File: src/rtl/skip_subtractor_seq_if.sv
// Handshake bundle for the block-serial skip subtractor: operand side and result side.
interface skip_subtractor_seq_if #(
    parameter int WIDTH = 16,
    parameter int BLOCK = 4
);
    localparam int NB = WIDTH / BLOCK;

    logic             in_valid;
    logic             in_ready;
    logic [WIDTH-1:0] a;
    logic [WIDTH-1:0] b;
    logic             bin;
    logic             out_valid;
    logic             out_ready;
    logic [WIDTH-1:0] diff;
    logic             bout;
    logic [NB-1:0]    skip_mask;

    modport master (
        output in_valid, a, b, bin, out_ready,
        input  in_ready, out_valid, diff, bout, skip_mask
    );

    modport slave (
        input  in_valid, a, b, bin, out_ready,
        output in_ready, out_valid, diff, bout, skip_mask
    );
endinterface

File: src/rtl/skip_subtractor_seq.sv
// Sequential subtractor computing a - b - bin one BLOCK-bit slice per cycle,
// flagging the slices whose borrow-out came through the all-propagate skip path.
module skip_subtractor_seq #(
    parameter int WIDTH = 16,
    parameter int BLOCK = 4
) (
    input  logic                  clk,
    input  logic                  rst_n,
    skip_subtractor_seq_if.slave  bus
);
    // WIDTH is expected to be a whole multiple of BLOCK.
    localparam int NB = WIDTH / BLOCK;
    localparam int KW = (NB > 1) ? $clog2(NB) : 1;

    typedef enum logic [1:0] {IDLE, BUSY, DONE} state_t;

    state_t           r_state;
    state_t           w_next;
    logic [WIDTH-1:0] r_a;
    logic [WIDTH-1:0] r_b;
    logic [WIDTH-1:0] r_diff;
    logic             r_borrow;
    logic             r_bout;
    logic [NB-1:0]    r_skip;
    logic [KW-1:0]    r_k;

    logic             w_accept;
    logic             w_last;
    int               w_base;
    logic [WIDTH-1:0] w_a_sh;
    logic [WIDTH-1:0] w_b_sh;
    logic [BLOCK-1:0] w_a_blk;
    logic [BLOCK-1:0] w_b_blk;
    logic [BLOCK-1:0] w_d_blk;
    logic             w_p_i;
    logic             w_g_i;
    logic             w_ripple;
    logic             w_g_blk;
    logic             w_p_all;
    logic             w_skip;
    logic             w_blk_bout;

    assign w_accept = (r_state == IDLE) & bus.in_valid;
    assign w_last   = (r_k == KW'(NB - 1));
    assign w_base   = int'(r_k) * BLOCK;
    assign w_a_sh   = r_a >> w_base;
    assign w_b_sh   = r_b >> w_base;
    assign w_a_blk  = w_a_sh[BLOCK-1:0];
    assign w_b_blk  = w_b_sh[BLOCK-1:0];

    // Per-block slice: ripple borrow for the difference bits, a separate ripple
    // of generate alone (borrow-in 0), and the all-propagate term for the skip.
    always_comb begin
        w_ripple = r_borrow;
        w_g_blk  = 1'b0;
        w_p_all  = 1'b1;
        w_d_blk  = '0;
        w_p_i    = 1'b0;
        w_g_i    = 1'b0;
        for (int i = 0; i < BLOCK; i++) begin
            w_p_i      = ~(w_a_blk[i] ^ w_b_blk[i]);
            w_g_i      = ~w_a_blk[i] & w_b_blk[i];
            w_d_blk[i] = w_a_blk[i] ^ w_b_blk[i] ^ w_ripple;
            w_ripple   = w_g_i | (w_p_i & w_ripple);
            w_g_blk    = w_g_i | (w_p_i & w_g_blk);
            w_p_all    = w_p_all & w_p_i;
        end
        w_skip     = w_p_all & r_borrow;
        w_blk_bout = w_g_blk | w_skip;
    end

    always_ff @(posedge clk or negedge rst_n) begin
        if (!rst_n) begin
            r_state <= IDLE;
        end else begin
            r_state <= w_next;
        end
    end

    always_comb begin
        w_next = r_state;
        case (r_state)
            IDLE:    if (bus.in_valid)  w_next = BUSY;
            BUSY:    if (w_last)        w_next = DONE;
            DONE:    if (bus.out_ready) w_next = IDLE;
            default:                    w_next = IDLE;
        endcase
    end

    // Unprocessed slices of r_diff stay zero, so each new slice is simply OR-ed in.
    always_ff @(posedge clk or negedge rst_n) begin
        if (!rst_n) begin
            r_a      <= '0;
            r_b      <= '0;
            r_diff   <= '0;
            r_borrow <= 1'b0;
            r_bout   <= 1'b0;
            r_skip   <= '0;
            r_k      <= '0;
        end else if (w_accept) begin
            r_a      <= bus.a;
            r_b      <= bus.b;
            r_borrow <= bus.bin;
            r_diff   <= '0;
            r_bout   <= 1'b0;
            r_skip   <= '0;
            r_k      <= '0;
        end else if (r_state == BUSY) begin
            r_diff   <= r_diff | (WIDTH'(w_d_blk) << w_base);
            r_skip   <= r_skip | (NB'(w_skip) << r_k);
            r_borrow <= w_blk_bout;
            if (w_last) begin
                r_bout <= w_blk_bout;
            end else begin
                r_k    <= r_k + KW'(1);
            end
        end
    end

    assign bus.in_ready  = (r_state == IDLE);
    assign bus.out_valid = (r_state == DONE);
    assign bus.diff      = r_diff;
    assign bus.bout      = r_bout;
    assign bus.skip_mask = r_skip;
endmodule

File: src/flat_wrapper.sv
// flat-port wrapper written by rule: the top's interface ports become plain ports
module skip_subtractor_seq_flat 
#(
    parameter int WIDTH = 16,
    parameter int BLOCK = 4
)
  (clk, rst_n, bus_in_valid, bus_a, bus_b, bus_bin, bus_out_ready, bus_in_ready, bus_out_valid, bus_diff, bus_bout, bus_skip_mask);
  skip_subtractor_seq_if #(.WIDTH(WIDTH), .BLOCK(BLOCK)) bus_i ();
  input  logic clk;
  input  logic rst_n;
  input wire logic [$bits(bus_i.in_valid)-1:0] bus_in_valid;
  input wire logic [$bits(bus_i.a)-1:0] bus_a;
  input wire logic [$bits(bus_i.b)-1:0] bus_b;
  input wire logic [$bits(bus_i.bin)-1:0] bus_bin;
  input wire logic [$bits(bus_i.out_ready)-1:0] bus_out_ready;
  output wire logic [$bits(bus_i.in_ready)-1:0] bus_in_ready;
  output wire logic [$bits(bus_i.out_valid)-1:0] bus_out_valid;
  output wire logic [$bits(bus_i.diff)-1:0] bus_diff;
  output wire logic [$bits(bus_i.bout)-1:0] bus_bout;
  output wire logic [$bits(bus_i.skip_mask)-1:0] bus_skip_mask;
  assign bus_i.in_valid = bus_in_valid;
  assign bus_i.a = bus_a;
  assign bus_i.b = bus_b;
  assign bus_i.bin = bus_bin;
  assign bus_i.out_ready = bus_out_ready;
  assign bus_in_ready = bus_i.in_ready;
  assign bus_out_valid = bus_i.out_valid;
  assign bus_diff = bus_i.diff;
  assign bus_bout = bus_i.bout;
  assign bus_skip_mask = bus_i.skip_mask;
  skip_subtractor_seq #(.WIDTH(WIDTH), .BLOCK(BLOCK)) u_core (.clk(clk), .rst_n(rst_n), .bus(bus_i));
endmodule
File: config.mk
export PLATFORM = sky130hd
export DESIGN_NAME = skip_subtractor_seq_flat
export DESIGN_NICKNAME = d
export VERILOG_FILES = /design/src/rtl/skip_subtractor_seq_if.sv /design/src/rtl/skip_subtractor_seq.sv /design/src/flat_wrapper.sv
export SDC_FILE = /design/constraint.sdc
export NUM_CORES = 1
export LEC_CHECK = 0
export CAP_MARGIN = 20
export CORE_AREA = 2 2 89 91
export CTS_BUF_LIST = sky130_fd_sc_hd__clkbuf_4 sky130_fd_sc_hd__clkbuf_8
export DETAILED_ROUTE_END_ITERATION = 12
export DIE_AREA = 0 0 91 93
export DONT_BUFFER_PORTS = 1
export GPL_ROUTABILITY_DRIVEN = 0
export GPL_TIMING_DRIVEN = 0
export HOLD_SLACK_MARGIN = 0.1
export SETUP_SLACK_MARGIN = 0.02
export SLEW_MARGIN = 20
export SYNTH_ARGS = -nofsm -noshare
export SYNTH_HDL_FRONTEND = slang
export SYNTH_SLANG_ARGS = --single-unit
File: constraint.sdc
create_clock -name clk -period 2.83 [get_ports clk]
set_clock_uncertainty 0.15 [all_clocks]
set_input_delay 0.566 -clock clk [delete_from_list [all_inputs] [get_ports clk]]
set_output_delay 0.566 -clock clk [all_outputs]
set_load 0.01 [all_outputs]
======== Word level (Yosys, flattened, before mapping) ========
Cells that the tools add are included.
W data, S select, Z words.
storage, ports and cells
  flip-flop bits (word level) ............. 58
  latch bits .............................. 0
  bits in writable memories ............... 0
  bits in read-only memories .............. 0
  output and inout bits ................... 23
  memories kept ........................... 0
cells by class
  $add $sub $neg .......................... 1
  multiply operators ...................... 0
  divide/modulo/power cells ............... 0
  order comparisons ....................... 0
  equality and inequality tests ........... 7
  shifts and indexed selects .............. 4
  muxes and demuxes ....................... 16
  bitwise operators ....................... 40
  reduce and logical (&&, ||, !) cells .... 6
operators by type and width
  kind                   number
  $mux W16               2
  $shr A16 B4 Y4         2
  $or A16 B16 Y16        1
  $shl A4 B4 Y16         1
  $and A1 B1 Y1          15
  $mux W2                6
  $mux W4                2
  $not A1 Y1             8
  $xor A1 B1 Y1          8
  $or A1 B1 Y1           7
  $pmux W2 S3            1
  $mux W1                5
  $eq A2 B2 Y1 const B   2
  $ne A2 B1 Y1 const B   2
  $ne A2 B2 Y1 const B   2
  $or A4 B4 Y4           1
  $reduce_and A2 Y1      2
  $reduce_bool A2 Y1     2
  $shl A1 B2 Y4          1
  $reduce_and A3 Y1      1
  $add A2 B1 Y2 const B  1
  $eq A2 B1 Y1 const B   1
  $logic_not A2 Y1       1

======== Longest topological paths before layout ========
Gate-level depths: netlist of the first run.
  depth in word-level cells ............... 14
  mapped depth ............................ 8
  mapped depth without buffers ............ 7

======== Least setup slack after synthesis of the first run ========
Ideal clock, no wire load.
  path type ............................... register -> register
  start ................................... reg u_core.r_k[0]
  end ..................................... reg u_core.r_diff[11] (netlist: u_core.bus.diff[11])
  library setup time ...................... 121 ps
  arrival time ............................ 2690 ps
  data required time ...................... 2559 ps
  setup slack ............................. -131 ps
  stages on the path, launching flop included .. 8
  path buffers ............................ 1
  period minus slack after synthesis ...... 2961 ps
  cells stage by stage .................... dfrtp_1 buf_6 mux4_2 fa_1 fa_1 fa_1 xor2_1 a22o_1
between the ends
  word-level cells in the longest chain between the ends .. 14
RTL lines
  item                               RTL line                                              source
  start, declared                    skip_subtractor_seq.sv:25                             logic [KW-1:0] r_k;
  start signal, assigned             skip_subtractor_seq.sv:115                            r_k <= r_k + KW'(1);
  $shr A16 B4 Y4 (on tied branches)  skip_subtractor_seq.sv:46, skip_subtractor_seq.sv:47
  $xor A1 B1 Y1                      skip_subtractor_seq.sv:61                             w_p_i = ~(w_a_blk[i] ^ w_b_blk[i]);
  $not A1 Y1                         skip_subtractor_seq.sv:61
  $and A1 B1 Y1                      skip_subtractor_seq.sv:64                             w_ripple = w_g_i | (w_p_i & w_ripple);
  $or A1 B1 Y1                       skip_subtractor_seq.sv:64
  $and A1 B1 Y1                      skip_subtractor_seq.sv:64
  $or A1 B1 Y1                       skip_subtractor_seq.sv:64
  $and A1 B1 Y1                      skip_subtractor_seq.sv:64
  $or A1 B1 Y1                       skip_subtractor_seq.sv:64
  $xor A1 B1 Y1                      skip_subtractor_seq.sv:63                             w_d_blk[i] = w_a_blk[i] ^ w_b_blk[i] ^ w_ripple;
  $shl A4 B4 Y16 (*)                 skip_subtractor_seq.sv:109                            r_diff <= r_diff | (WIDTH'(w_d_blk) << w_base);
  $or A16 B16 Y16 (*)                skip_subtractor_seq.sv:109
  $mux W16 (*)                       skip_subtractor_seq.sv:108                            end else if (r_state == BUSY) begin
  $mux W16 (*)                       skip_subtractor_seq.sv:100                            end else if (w_accept) begin
  end signal, assigned               skip_subtractor_seq.sv:109
  end, declared                      skip_subtractor_seq.sv:21                             logic [WIDTH-1:0] r_diff;
Mark *: on every way between the ends. The rest lies on a longest branch, timed or not. The select of a mux whose other input is x is not followed.
A chain may end at the register's enable or synchronous reset.

======== Worst setup path in the final report of the first run ========
Same ends and word-level chain as after synthesis.

==> impl_metrics.py, run 1 <==
metrics = {
    "final_layout": {
        "fin_nets": 254,
        "drive_above_1_share_pct": 30.99,
        "syn_to_final_growth_pct": 17.70,
        "stdcell_area_um2": 3128,
        "layout.cells.non_filler": 317,
    },
    "sta": {
        "tns_ns": 0,
        "period_minus_slack_ns": 2.786,
        "finalMaxSlewViolations": 0,
        "tightest_slew_ns": 0.4173,
        "holdWs_ns": 0.1605,
        "setup_slack_ns": 0.04361,
        "rsz0062_at_grt": "true",
        "hold_viol": 0,
        "fmax_ghz": 0.3589,
        "finalSetupViolations": 0,
        "slew_headroom_pct": 72.06,
        "period_share_pct": 98.46,
    },
    "die": {
        "start_util_pct": 35.31,
        "core_um2": 7527,
        "die_area_um2": 8463,
        "fp-row-count": 32,
        "die_x_um": 91,
        "die_h_um": 93,
        "top_level_ports": 60,
    },
    "worst_setup_path": {
        "worstPathArrival_ns": 2.86,
        "worst_path_most_repeated_cell": "fa_2",
        "path_max_fanout": 4,
        "required_ns": 2.90,
        "critPathMaxStageDelay_ns": 0.57,
        "crit_family": "adder cells",
        "crit_start": "u_core.r_k[0]$_DFFE_PN0P_",
        "crit_buf_inv": 0,
        "crit_type": "register to register",
        "critical_path.endpoint_type": "register",
        "r2r_start": "u_core.r_k[0]$_DFFE_PN0P_",
        "reg2reg_depth": 6,
        "path_cells": "mux4_2 > fa_2 > fa_2 > fa_2 > xor2_4 > a22o_1",
        "cp-start-kind": "register",
        "rrSetupSlack_ns": 0.04,
        "r2r_end": "u_core.bus.diff[11]$_DFFE_PN0P_",
        "crit_slowest_cell": "mux4_2",
    },
    "synth": {
        "synth_area_leaders": "dfrtp_1 55%, mux2_2 7.6%, mux2_1 5.9%, mux4_2 5.9%, a21oi_1 2.8%",
        "synth_top_area_cell": "dfrtp_1",
        "ys_types": 38,
        "synth_top_area_share_pct": 54.61,
        "syn-cell-area_um2": 2658,
        "yosysSeqAreaShare_pct": 54.61,
        "synth_cells": 192,
        "synth.avg_cell_area_um2": 13.84,
        "yosysWarnings": 0,
        "yosysMostFrequentCell": "dfrtp_1",
        "ys_ff_latch": 58,
        "synth_edf_count": 0,
        "synth-main-ff-cell": "dfrtp_1",
        "synth_nets": 237,
        "ys_async_sr_fraction_pct": 100.0,
        "yosys-top-cells-count": "58 x dfrtp_1, 18 x mux2_2, 16 x nor2_1",
    },
    "hold_path": {
        "min-delay-start": "bus_out_ready",
        "hold_path_depth": 1,
        "hold_end": "u_core.r_state[1]$_DFFE_PN0P_",
        "hp-class": "input port to register",
    },
    "placement": {
        "preCtsSetupSlack_ns": -0.2065,
        "dpl.cell_count": 294,
        "place_area_um2": 2794,
        "post-dp-hpwl_um": 4094,
        "port_buffers": 0,
    },
    "clock_tree": {
        "htree_levels": 3,
        "clock-sinks": 58,
        "numCtsBuffers": 9,
        "clockBufferDepth": 2,
        "clkTransAtPathRegs_ns": 0.06,
        "cts_tree": "built",
        "clock_latency_ns": 0.34,
        "root_buffer": "clkbuf_8",
    },
    "global_routing": {
        "grt_max_degree": 59,
        "grt_overflow": 0,
        "grt_pass1_vias": 1669,
        "grt_pass1_wl_um": 9052,
        "antenna_found_initial": 2,
        "grt_use_total_pct": 14.67,
    },
    "power": {
        "total_leakage_power_nw": 1.356,
        "pwr_density_cell_nw_per_um2": 1491,
        "vdd_drop_max_uv": 563.7,
    },
    "detailed_routing": {
        "wire_per_inst_um": 17.94,
        "final_antenna_net_count": 0,
        "via_per_inst": 5.050,
        "drc_errors": 0,
        "first_pass_iters": 4,
        "vias": 1601,
        "drt_iter0_markers": 50,
        "drt_wl_total_um": 5687,
    },
    "run": {
        "maxCapViolCount": 0,
    },
    "status": {
        "status": "complete, no violations",
    },
}
-- worst max path at each step --
| stage | endpoint | slack, ns | cells past startpoint |
|---|---|---|---|
| final | u_core.bus.diff[11]$_DFFE_PN0P_ | 0.04 | 6 |
| after global routing | u_core.bus.diff[7]$_DFFE_PN0P_ | -0.03 | 8 |
| after CTS | u_core.bus.diff[11]$_DFFE_PN0P_ | 0.02 | 7 |
| after detailed placement | u_core.bus.diff[11]$_DFFE_PN0P_ | -0.21 | 7 |
| after global placement | u_core.bus.diff[3]$_DFFE_PN0P_ | -0.18 | 7 |
| after floorplan | u_core.bus.diff[11]$_DFFE_PN0P_ | 0.04 | 7 |
-- cell families (layout without fill, tap and decap cells) --
kind of cell	after synthesis	count (layout)	share of synthesized area [%]
compound gates	32	32	7.910
xor+xnor	2	2	0.6593
fa+ha+maj	8	8	4.614
buf+inv	22	43	4.661
flops	58	58	54.61
mux	41	41	20.86
other cells	0	2	0
simple gates	29	29	6.686
-- cells in the final DEF (no fill, tap or decap), types with 3 or more instances in the layout --
master and instances:
ha_1 5, a22o_1 4, mux2_2 18, a21oi_1 14
mux4_2 7, fa_2 3, dfrtp_1 56, mux2_1 14
o2bb2ai_1 4, inv_1 12, nor2_1 16, clkbuf_8 14
buf_4 6, buf_6 4
-- through the flow --
stage                     power (mW)  util, %
after floorplan                3.078        -
after global placement         3.534    37.12
after detailed placement       3.608    37.12
after CTS                      4.612    41.44
after global routing           5.013    41.56
final                          4.664    41.56
-- where the power goes --
group / switching [mW] / internal [mW] / total, mW / leakage, nW
clock: 0.313 / 0.522 / 0.835 / 0.115
combinational: 1.15 / 1.15 / 2.30 / 0.528
sequential: 0.299 / 1.23 / 1.53 / 0.713
-- metal layers --
layer	track usage (%)	wire length (um)
met1	16.60	2361
met2	23.40	2801
met3	8.380	458
met4	4.924	65
met5	0	0
-- flip-flops by register name, indices dropped and copies added (netlist names) --
register and flops:
u_core.r_borrow 1, u_core.r_b 16, u_core.r_k 2, u_core.bus.skip_mask 4
u_core.r_a 16, u_core.bus.bout 1, u_core.r_state 2, u_core.bus.diff 16
-- repair_timing --
| action | CTS | global route |
|---|---|---|
| resized for setup | 5 | 4 |
| setup endpoints to repair | 8 | 8 |
| pin swaps | 0 | 7 |
| setup buffers | 4 | 1 |
| hold endpoints to repair | 58 | 0 |
| hold buffers | 2 | 0 |
-- area by class of cell --
cell class | instances | area, um2
clock buffer | 14 | 192.7
buffer | 8 | 70.07
multi-input combinational | 112 | 1112
timing repair buffer | 7 | 87.58
tap | 102 | 127.6
inverter | 13 | 48.80
fill | 730 | 4399
clock inverter | 1 | 30.03
sequential | 58 | 1454
antenna | 2 | 5.005
Power figures use the tool's default switching activity.
==> run 2, diff against run 1 <==
--- a/config.mk
+++ b/config.mk
@@ -5,11 +5,13 @@
 export SDC_FILE = /design/constraint.sdc
 export NUM_CORES = 1
 export LEC_CHECK = 0
+export ABC_AREA = 1
 export CAP_MARGIN = 20
-export CORE_AREA = 2 2 89 91
+export CORE_AREA = 2 2 92 94
 export CTS_BUF_LIST = sky130_fd_sc_hd__clkbuf_4 sky130_fd_sc_hd__clkbuf_8
+export CTS_CLUSTER_DIAMETER = 30
 export DETAILED_ROUTE_END_ITERATION = 12
-export DIE_AREA = 0 0 91 93
+export DIE_AREA = 0 0 94 96
 export DONT_BUFFER_PORTS = 1
 export GPL_ROUTABILITY_DRIVEN = 0
 export GPL_TIMING_DRIVEN = 0
==> impl_metrics.py, run 2 <==
metrics = {
    "final_layout": {
        "final_common_cell": "nand2_1",
        "num-fill-cells": 833,
        "syn_to_final_growth_pct": 16.84,
        "layout.cells.non_filler": 456,
        "final_cell_mix": "132 x nand2_1, 56 x dfrtp_1, 21 x inv_1",
        "fin_nets": 392,
        "fin_util_pct": 40.76,
        "regArea_um2": 1454,
        "multi_input_area_um2": 1170,
        "drive_above_1_share_pct": 21.94,
        "stdcell_area_um2": 3282,
        "antennaDiodeCount": 0,
    },
    "placement": {
        "port_buffers": 0,
        "post-dp-hpwl_um": 4821,
        "place_area_um2": 2940,
        "dpl.cell_count": 428,
    },
    "detailed_routing": {
        "wl_met1_um": 3038,
        "drc_errors": 0,
        "routed.top_layer": "met4",
        "final_antenna_net_count": 0,
        "drt_wl_total_um": 6877,
        "vias": 2184,
        "via_per_inst": 4.789,
        "wl_met2_um": 3325,
        "first_pass_iters": 4,
        "wl_met3_um": 472,
        "drt_iter0_markers": 89,
        "wire_per_inst_um": 15.08,
    },
    "synth": {
        "yosysWarnings": 0,
        "ys_async_sr_fraction_pct": 100.0,
        "synth_top_area_cell": "dfrtp_1",
        "synth_nets": 368,
        "yosysSeqAreaShare_pct": 51.67,
        "synth-main-ff-cell": "dfrtp_1",
        "synth.avg_cell_area_um2": 8.696,
        "synth_area_leaders": "dfrtp_1 52%, nand2_1 18%, a32oi_2 3.5%, inv_1 2.9%, nor2_1 2.4%",
        "ys_ff_latch": 58,
        "yosys-top-cells-count": "135 x nand2_1, 58 x dfrtp_1, 22 x inv_1",
        "synth_top_area_share_pct": 51.67,
        "synth_cells": 323,
        "synth_edf_count": 0,
        "ys_types": 24,
        "yosysMostFrequentCell": "nand2_1",
        "syn-cell-area_um2": 2809,
    },
    "clock_tree": {
        "cts_tree": "built",
        "clock-sinks": 58,
        "numCtsBuffers": 9,
        "clockBufferDepth": 2,
        "htree_levels": 3,
        "clkTransAtPathRegs_ns": 0.06,
        "root_buffer": "clkbuf_8",
        "clock_latency_ns": 0.33,
    },
    "worst_setup_path": {
        "crit_buf_inv": 4,
        "crit_family": "adder cells",
        "reg2reg_depth": 12,
        "r2r_end": "u_core.bus.diff[6]$_DFFE_PN0P_",
        "rrSetupSlack_ns": 0.11,
        "required_ns": 2.94,
        "worst_path_most_repeated_cell": "fa_2",
        "crit_slowest_cell": "fa_2",
        "worstPathArrival_ns": 2.83,
        "cp-start-kind": "register",
        "path_max_fanout": 5,
        "critical_path.endpoint_type": "register",
        "path_cells": "inv_2 > buf_6 > nand2_2 > a32oi_2 > inv_1 > fa_2 > fa_2 > fa_2 > nand2_1 > inv_2 > a21oi_1 > nor2_1",
        "critPathMaxStageDelay_ns": 0.56,
        "crit_type": "register to register",
        "r2r_start": "u_core.r_k[0]$_DFFE_PN0P_",
    },
    "power": {
        "pwr_density_cell_nw_per_um2": 1396,
        "total_leakage_power_nw": 1.673,
        "p_switching_mw": 2.022,
        "p_total_mw": 4.581,
        "p_comb_share_pct": 52.1,
        "switching_share_pct": 44.13,
        "intPower_mw": 2.559,
        "seqPwrFrac_pct": 33.2,
        "clkPwrFrac_pct": 14.7,
        "vdd_drop_max_uv": 469.3,
    },
    "sta": {
        "slew_headroom_pct": 78.04,
        "tightest_slew_ns": 0.3294,
        "finalMaxSlewViolations": 0,
        "fmax_ghz": 0.3681,
        "finalSetupViolations": 0,
        "rsz0062_at_grt": "true",
        "period_share_pct": 96.01,
        "holdWs_ns": 0.1800,
        "period_minus_slack_ns": 2.717,
        "hold_viol": 0,
    },
    "global_routing": {
        "grt_pass1_vias": 2184,
        "grt_pass1_wl_um": 11170,
        "grt_use_total_pct": 16.40,
        "grt_overflow": 0,
        "grt_max_degree": 59,
        "antenna_found_initial": 0,
    },
    "die": {
        "top_level_ports": 60,
        "die_h_um": 96,
        "start_util_pct": 34.89,
        "fp-row-count": 33,
        "die_x_um": 94,
        "die_area_um2": 9024,
        "core_um2": 8051,
    },
    "hold_path": {
        "min-delay-start": "bus_out_ready",
        "hold_path_depth": 1,
        "hp-class": "input port to register",
        "hold_end": "u_core.r_state[1]$_DFFE_PN0P_",
    },
    "run": {
        "maxCapViolCount": 0,
    },
    "status": {
        "status": "complete, no violations",
    },
}
[run 2: changes by cell type in the layout (fill, tap and decap cells not counted), moves of 7 or more]
cell | before | now
inv_1 | 12 | 21
mux2_1 | 14 | 0
mux2_2 | 18 | 0
mux4_2 | 7 | 0
nand2_1 | 2 | 132
nand2_2 | 0 | 13
o21ai_0 | 1 | 11
o21ai_1 | 0 | 7
[run 2: cells by family after synthesis]
logic type / Yosys count / share of synthesized area [%]
xor gates and xnor gates: 1 / 0.3119
AOI/OAI and AO/OA: 44 / 10.78
DFF: 58 / 51.67
buffers and inverters: 40 / 7.483
and+or+nand+nor: 172 / 25.39
adders and majority gates: 8 / 4.365
[run 2: per-stage QoR]
step                      setup TNS [ns]  setup WS [ns]
after floorplan                        0        0.07158
after global placement            -1.988        -0.2856
after detailed placement          -1.910        -0.2986
after CTS                              0        0.03211
after global routing            -0.01774      -0.009386
final                                  0         0.1130
[run 2: worst max path at each step]
| stage | start | end | slack, ns | depth (start not counted) |
|---|---|---|---|---|
| global route | u_core.r_k[0]$_DFFE_PN0P_ | u_core.bus.diff[2]$_DFFE_PN0P_ | -0.009 | 12 |
| floorplan | u_core.r_k[0]$_DFFE_PN0P_ | u_core.bus.diff[14]$_DFFE_PN0P_ | 0.07 | 12 |
| CTS | u_core.r_k[0]$_DFFE_PN0P_ | u_core.bus.diff[6]$_DFFE_PN0P_ | 0.03 | 12 |
| global placement | u_core.r_k[0]$_DFFE_PN0P_ | u_core.bus.diff[7]$_DFFE_PN0P_ | -0.29 | 11 |
| finish | u_core.r_k[0]$_DFFE_PN0P_ | u_core.bus.diff[6]$_DFFE_PN0P_ | 0.11 | 12 |
| detailed placement | u_core.r_k[0]$_DFFE_PN0P_ | u_core.bus.diff[7]$_DFFE_PN0P_ | -0.30 | 11 |
[run 2: final cells by class]
cell class              instances  share of cell area (%)
plain buffers                  14                   3.927
multi-input cells             225                   35.65
repair buffers                 13                   3.774
inverters                      26                   3.050
well taps                     105                   4.003
flip-flops and latches         58                   44.30
clock buffers                  12                   4.842
clock inverters                 3                  0.4575
[run 2: power groups by stage]
stage	Combinational [mW]	Sequential, mW	Clock (mW)
after floorplan	1.68	1.45	0
after global placement	2.09	1.52	0
after detailed placement	2.13	1.53	0
after CTS	2.30	1.52	0.696
after global routing	2.71	1.57	0.735
final	2.39	1.52	0.672
[run 2: repair_timing]
item | CTS | global route
endpoints found under the hold margin | 58 | 0
buffers inserted | 4 | 7
pin swaps | 2 | 4
hold buffers | 2 | 0
resized for setup | 10 | 7
setup endpoints to repair | 8 | 7
[run 2: metal layers]
metal  up-vias  GRT usage, %
met1      1053         21.17
met4         0         5.193
met2        68         26.19
met3         4         5.403
li1       1059             -
met5         -             0
